File: config.mk
export PLATFORM = sky130hd
export DESIGN_NAME = clk_ratio_meter
export DESIGN_NICKNAME = d
export VERILOG_FILES = /design/src/rtl/clk_ratio_meter.sv
export SDC_FILE = /design/constraint.sdc
export NUM_CORES = 1
export LEC_CHECK = 0
export ABC_AREA = 1
export BUFFER_PORTS_ARGS = -buffer_cell sky130_fd_sc_hd__buf_2
export CAP_MARGIN = 20
export CORE_MARGIN = 2
export CORE_UTILIZATION = 31
export DETAILED_ROUTE_END_ITERATION = 6
export PLACE_DENSITY = 0.46
export SETUP_SLACK_MARGIN = 0.1
export SYNTH_ARGS = -nofsm -noshare
export SYNTH_HDL_FRONTEND = slang
export SYNTH_SLANG_ARGS = --single-unit
export TNS_END_PERCENT = 10
File: constraint.sdc
create_clock -name i_ref_clk -period 2.4 [get_ports i_ref_clk]
set_clock_uncertainty 0.15 [all_clocks]
set_input_delay 0.12 -clock i_ref_clk [delete_from_list [all_inputs] [get_ports i_ref_clk]]
set_output_delay 0.12 -clock i_ref_clk [all_outputs]
set_load 0.01 [all_outputs]
File: src/rtl/clk_ratio_meter.sv
// Measures the period and high/low phase lengths of a divided clock in reference-clock
// cycles, flags a match against the expected ratio, and times out after 255 cycles.
module clk_ratio_meter #(
    parameter int SYNC_STAGES = 2
) (
    input  logic       i_ref_clk,
    input  logic       i_rst_n,
    input  logic       i_meas_en,
    input  logic       i_sig,
    input  logic [7:0] i_exp_ratio,
    output logic [7:0] o_ratio,
    output logic [7:0] o_high_cnt,
    output logic [7:0] o_low_cnt,
    output logic       o_valid,
    output logic       o_match,
    output logic       o_timeout
);

    typedef enum logic [1:0] {
        IDLE      = 2'd0,
        WAIT_RISE = 2'd1,
        MEAS_HIGH = 2'd2,
        MEAS_LOW  = 2'd3
    } state_e;

    state_e                 state_q;
    logic [SYNC_STAGES-1:0] sync_q;
    logic                   sig_dly_q;
    logic [7:0]             period_q, high_q;
    logic [7:0]             ratio_q, high_cnt_q, low_cnt_q;
    logic                   valid_q, match_q, timeout_q;

    logic       s_sig, rise, fall;
    logic [7:0] period_inc, high_inc, low_now, exp_half, exp_rest;
    logic       match_now;

    always_ff @(posedge i_ref_clk or negedge i_rst_n) begin
        if (!i_rst_n) begin
            sync_q    <= '0;
            sig_dly_q <= 1'b0;
        end else begin
            sync_q    <= {sync_q[SYNC_STAGES-2:0], i_sig};
            sig_dly_q <= s_sig;
        end
    end

    assign s_sig = sync_q[SYNC_STAGES-1];
    assign rise  = s_sig & ~sig_dly_q;
    assign fall  = ~s_sig & sig_dly_q;

    // Counters saturate; the 255 timeout branch fires before they could ever wrap.
    assign period_inc = (period_q == 8'hFF) ? period_q : period_q + 8'd1;
    assign high_inc   = (s_sig && high_q != 8'hFF) ? high_q + 8'd1 : high_q;
    assign low_now    = period_q - high_q;
    assign exp_half   = i_exp_ratio >> 1;
    assign exp_rest   = i_exp_ratio - exp_half;
    assign match_now  = (period_q == i_exp_ratio) && (high_q == exp_half) && (low_now == exp_rest);

    always_ff @(posedge i_ref_clk or negedge i_rst_n) begin
        if (!i_rst_n) begin
            state_q    <= IDLE;
            period_q   <= '0;
            high_q     <= '0;
            ratio_q    <= '0;
            high_cnt_q <= '0;
            low_cnt_q  <= '0;
            valid_q    <= 1'b0;
            match_q    <= 1'b0;
            timeout_q  <= 1'b0;
        end else begin
            valid_q   <= 1'b0;
            timeout_q <= 1'b0;
            if (!i_meas_en) begin
                state_q <= IDLE;
            end else begin
                case (state_q)
                    IDLE: state_q <= WAIT_RISE;
                    WAIT_RISE: begin
                        if (rise) begin
                            state_q  <= MEAS_HIGH;
                            period_q <= 8'd1;
                            high_q   <= 8'd1;
                        end
                    end
                    MEAS_HIGH, MEAS_LOW: begin
                        // A rise seen while still in MEAS_HIGH closes the period as well.
                        if (rise) begin
                            ratio_q    <= period_q;
                            high_cnt_q <= high_q;
                            low_cnt_q  <= low_now;
                            match_q    <= match_now;
                            valid_q    <= 1'b1;
                            state_q    <= MEAS_HIGH;
                            period_q   <= 8'd1;
                            high_q     <= 8'd1;
                        end else if (period_q == 8'hFF) begin
                            timeout_q <= 1'b1;
                            match_q   <= 1'b0;
                            state_q   <= WAIT_RISE;
                        end else begin
                            period_q <= period_inc;
                            if (state_q == MEAS_HIGH) begin
                                high_q <= high_inc;
                                if (fall) state_q <= MEAS_LOW;
                            end
                        end
                    end
                    default: state_q <= IDLE;
                endcase
            end
        end
    end

    assign o_ratio    = ratio_q;
    assign o_high_cnt = high_cnt_q;
    assign o_low_cnt  = low_cnt_q;
    assign o_valid    = valid_q;
    assign o_match    = match_q;
    assign o_timeout  = timeout_q;

endmodule

==> flow_metrics.tcl <==
set metrics [dict create \
    outcome "complete, no violations" \
    crit_fanout 3 \
    path_clk_slew_ns 0.11 \
    finalSetupViolCount 0 \
    gp_congestion 0.8096 \
    rsz0062_at_grt "yes" \
    grt_usage 0.1628 \
    p_switching_w 0.001444 \
    synth_largest_area_cell "dfrtp_1" \
    die_x_um 106.5 \
    routed_wl_um 8587 \
    yosys.cell_types.count 31 \
    fin_ws_ns 0.2273 \
    rr_endpoint "o_match$_DFFE_PN0P_" \
    cp_data_required_time_ns 2.51 \
    syn_to_final_growth_pct 17.97 \
    fp.dieArea_mm2 0.01135 \
    cap_violations 0 \
    fin_util 0.3740 \
    final_nets 537 \
    syn_inst 455 \
    cts_tree "built" \
    p_seq_frac 0.317 \
    grt-ovfl-total 0 \
    pwr-share-comb 0.471 \
    worstMarginPinSlew_ns 0.4305 \
    row_count 37 \
    core_mm2 0.01028 \
    portBuffers 38 \
    routed-wl-met3_um 213 \
    synth_edf_count 0 \
    synth.most_common_cell "nand2_1" \
    initial_core_util 0.3170 \
    grt_pass1_wl_um 14450 \
    ys.flop_type "dfrtp_1" \
    vdd_ir_drop_max_mv 0.3014 \
    synthTopCellsByArea "dfrtp_1 37%, nand2_1 17%, inv_1 7.8%, ha_1 6.9%, nand3_1 4.5%" \
    avgSynthCellArea_um2 7.161 \
    cts.sinks 48 \
    place_ws_ns 0.1344 \
    vias 2942 \
    drive_gt1_frac 0.1542 \
    dpl.hpwl_um 6918 \
    insertion_delay_ns 0.31 \
    numCtsBuffers 5 \
    p_sw_frac 0.4155 \
    timing.fmax_mhz 460.3 \
    ioPinCount 39 \
    r2r_slack_ns 0.23 \
    setup_tns_ns 0 \
    reg2reg_depth 14 \
    drt_iter0_drc 132 \
    cts_max_level 2 \
    drt_pre_antenna_iters 6 \
    worstSetupEndpointType "register" \
    cts_root_buffer "clkbuf_8" \
    fin_crit_ns 2.173 \
    syn_nets 487 \
    maxSlewHeadroom 0.7103 \
    p_per_area_mw_per_mm2 903.9 \
    antenna_found_initial 0 \
    grt_pass1_vias 2875 \
    dp_cells 629 \
    fillCellCount 1156 \
    critPathArrivalTime_ns 2.29 \
    rr_startpoint "period_q[0]$_DFFE_PN0P_" \
    timing_hold_violations_final 0 \
    synth_async_sr_flop_share 1.000 \
    drc_errors 0 \
    start_kind "register" \
    holdCritPathClass "primary input to async pin" \
    cts_buffer_depth 2 \
    grt_start_max_net_pins 34 \
    leakage_nw 2.058 \
    power_frac_clock 0.212 \
    p_int_w 0.002031 \
    die_height_um 106.5 \
    synth_seq_cells 48 \
    yosys_warnings 0 \
    drv_slew 0 \
    wl_per_cell_um 13.38 \
    wl_met1_um 4224 \
    antenna_left 0 \
    dr_wl_met2_um 4023 \
    n_antenna_cell 0 \
    yosysSeqAreaShare 0.3687 \
    crit_type "register to register" \
    stdcell_count 642 \
    syn_area_mm2 0.003258 \
    highest_layer "met4" \
    netlist_top_cells_count "149 x nand2_1, 68 x inv_1, 48 x dfrtp_1, 29 x nand3_1, 29 x o21ai_0" \
    netlist.area_leader.share 0.3687 \
    viasPerCell 4.583 \
    period_share 0.9053 \
]
per-layer routing:
layer	vias to the layer above	GRT usage
met5	-	0
met1	1345	0.2163
met4	0	0.04267
met2	44	0.2788
li1	1542	-
met3	11	0.02146
cell families (layout without fill, tap and decap cells):
logic type      after synthesis  in the layout  synth area share
xor+xnor                     17             17           0.04570
compound gates               55             55           0.09140
simple gates                235            235            0.3199
buf+inv                      80            131           0.09293
flops                        48             48            0.3687
fa+ha+maj                    20             20           0.08141
flip-flops by register name (all words and copies together), names as in the netlist:
register	cells
high_q	8
o_high_cnt	8
o_low_cnt	8
o_ratio	8
period_q	8
state_q	2
sync_q	2
o_match	1
o_timeout	1
o_valid	1
sig_dly_q	1
through the flow:
stage / total power [W] / area (um2) / hold slack, ns
global route: 0.003806 / 3844 / 0.1329
detailed placement: 0.002730 / 3650 / -0.07247
finish: 0.003474 / 3844 / 0.09425
floorplan: 0.002240 / 3258 / -0.3256
CTS: 0.003494 / 3817 / 0.1084
global placement: 0.002718 / 3650 / -0.07327
power groups by stage:
stage	clock network, W	logic, W	registers (W)
2_1_floorplan	0	0.00108	0.00116
3_3_place_gp	0	0.00160	0.00111
3_5_place_dp	0	0.00161	0.00112
4_1_cts	0.000767	0.00162	0.00111
5_1_grt	0.000790	0.00189	0.00113
6_report	0.000737	0.00164	0.00110
final cells by class:
cell class / count / area, um2 / area share
clock buffers: 5 / 68.82 / 0.01790
clock inverters: 3 / 68.82 / 0.01790
inverters: 73 / 276.5 / 0.07194
multi-input cells: 327 / 1769 / 0.4603
flip-flops and latches: 48 / 1202 / 0.3128
well taps: 136 / 170.2 / 0.04427
repair buffers: 50 / 287.8 / 0.07487
how the worst max path moves through the flow:
stage | slack [ns] | from | end
6_report | 0.23 | period_q[0]$_DFFE_PN0P_ | o_match$_DFFE_PN0P_
5_1_grt | 0.06 | period_q[0]$_DFFE_PN0P_ | o_match$_DFFE_PN0P_
4_1_cts | 0.12 | high_q[0]$_DFFE_PN0P_ | o_match$_DFFE_PN0P_
3_5_place_dp | 0.13 | period_q[0]$_DFFE_PN0P_ | o_match$_DFFE_PN0P_
3_3_place_gp | 0.18 | period_q[0]$_DFFE_PN0P_ | o_match$_DFFE_PN0P_
2_1_floorplan | 0.35 | period_q[0]$_DFFE_PN0P_ | o_match$_DFFE_PN0P_
critical path, stage by stage, from the launching register on:
cell	delay, ns
dfrtp_1	0.41
inv_2	0.06
ha_1	0.13
inv_1	0.05
fa_2	0.52
inv_1	0.05
nand2_1	0.05
nand2_1	0.05
nor2_1	0.08
nand2_1	0.06
nor2_1	0.11
nand4_1	0.10
nor2_1	0.14
nand4_1	0.10
nand2_1	0.07
cell usage in the layout, fill, tap and decap left out, types with 2 or more instances in the layout:
master / instances
a21oi_1: 15
buf_2: 38
buf_4: 9
bufinv_16: 2
clkbuf_8: 5
dfrtp_1: 47
dlygate4sd3_1: 3
ha_1: 17
inv_1: 65
inv_2: 7
nand2_1: 149
nand3_1: 28
nand3_2: 2
nand3_4: 2
nand3b_1: 2
nand4_1: 10
nor2_1: 26
nor2_4: 6
nor3_1: 7
o21ai_0: 29
o21ai_1: 5
xnor2_1: 3
xor2_1: 14
timing repair:
action / in CTS / in global routing
buffers inserted: 0 / 2
resized for setup: 0 / 7
endpoints found under the setup margin: 0 / 1
hold endpoints to repair: 18 / 0
hold buffers: 3 / 0
No activity file was read; power rests on OpenSTA's default activity.
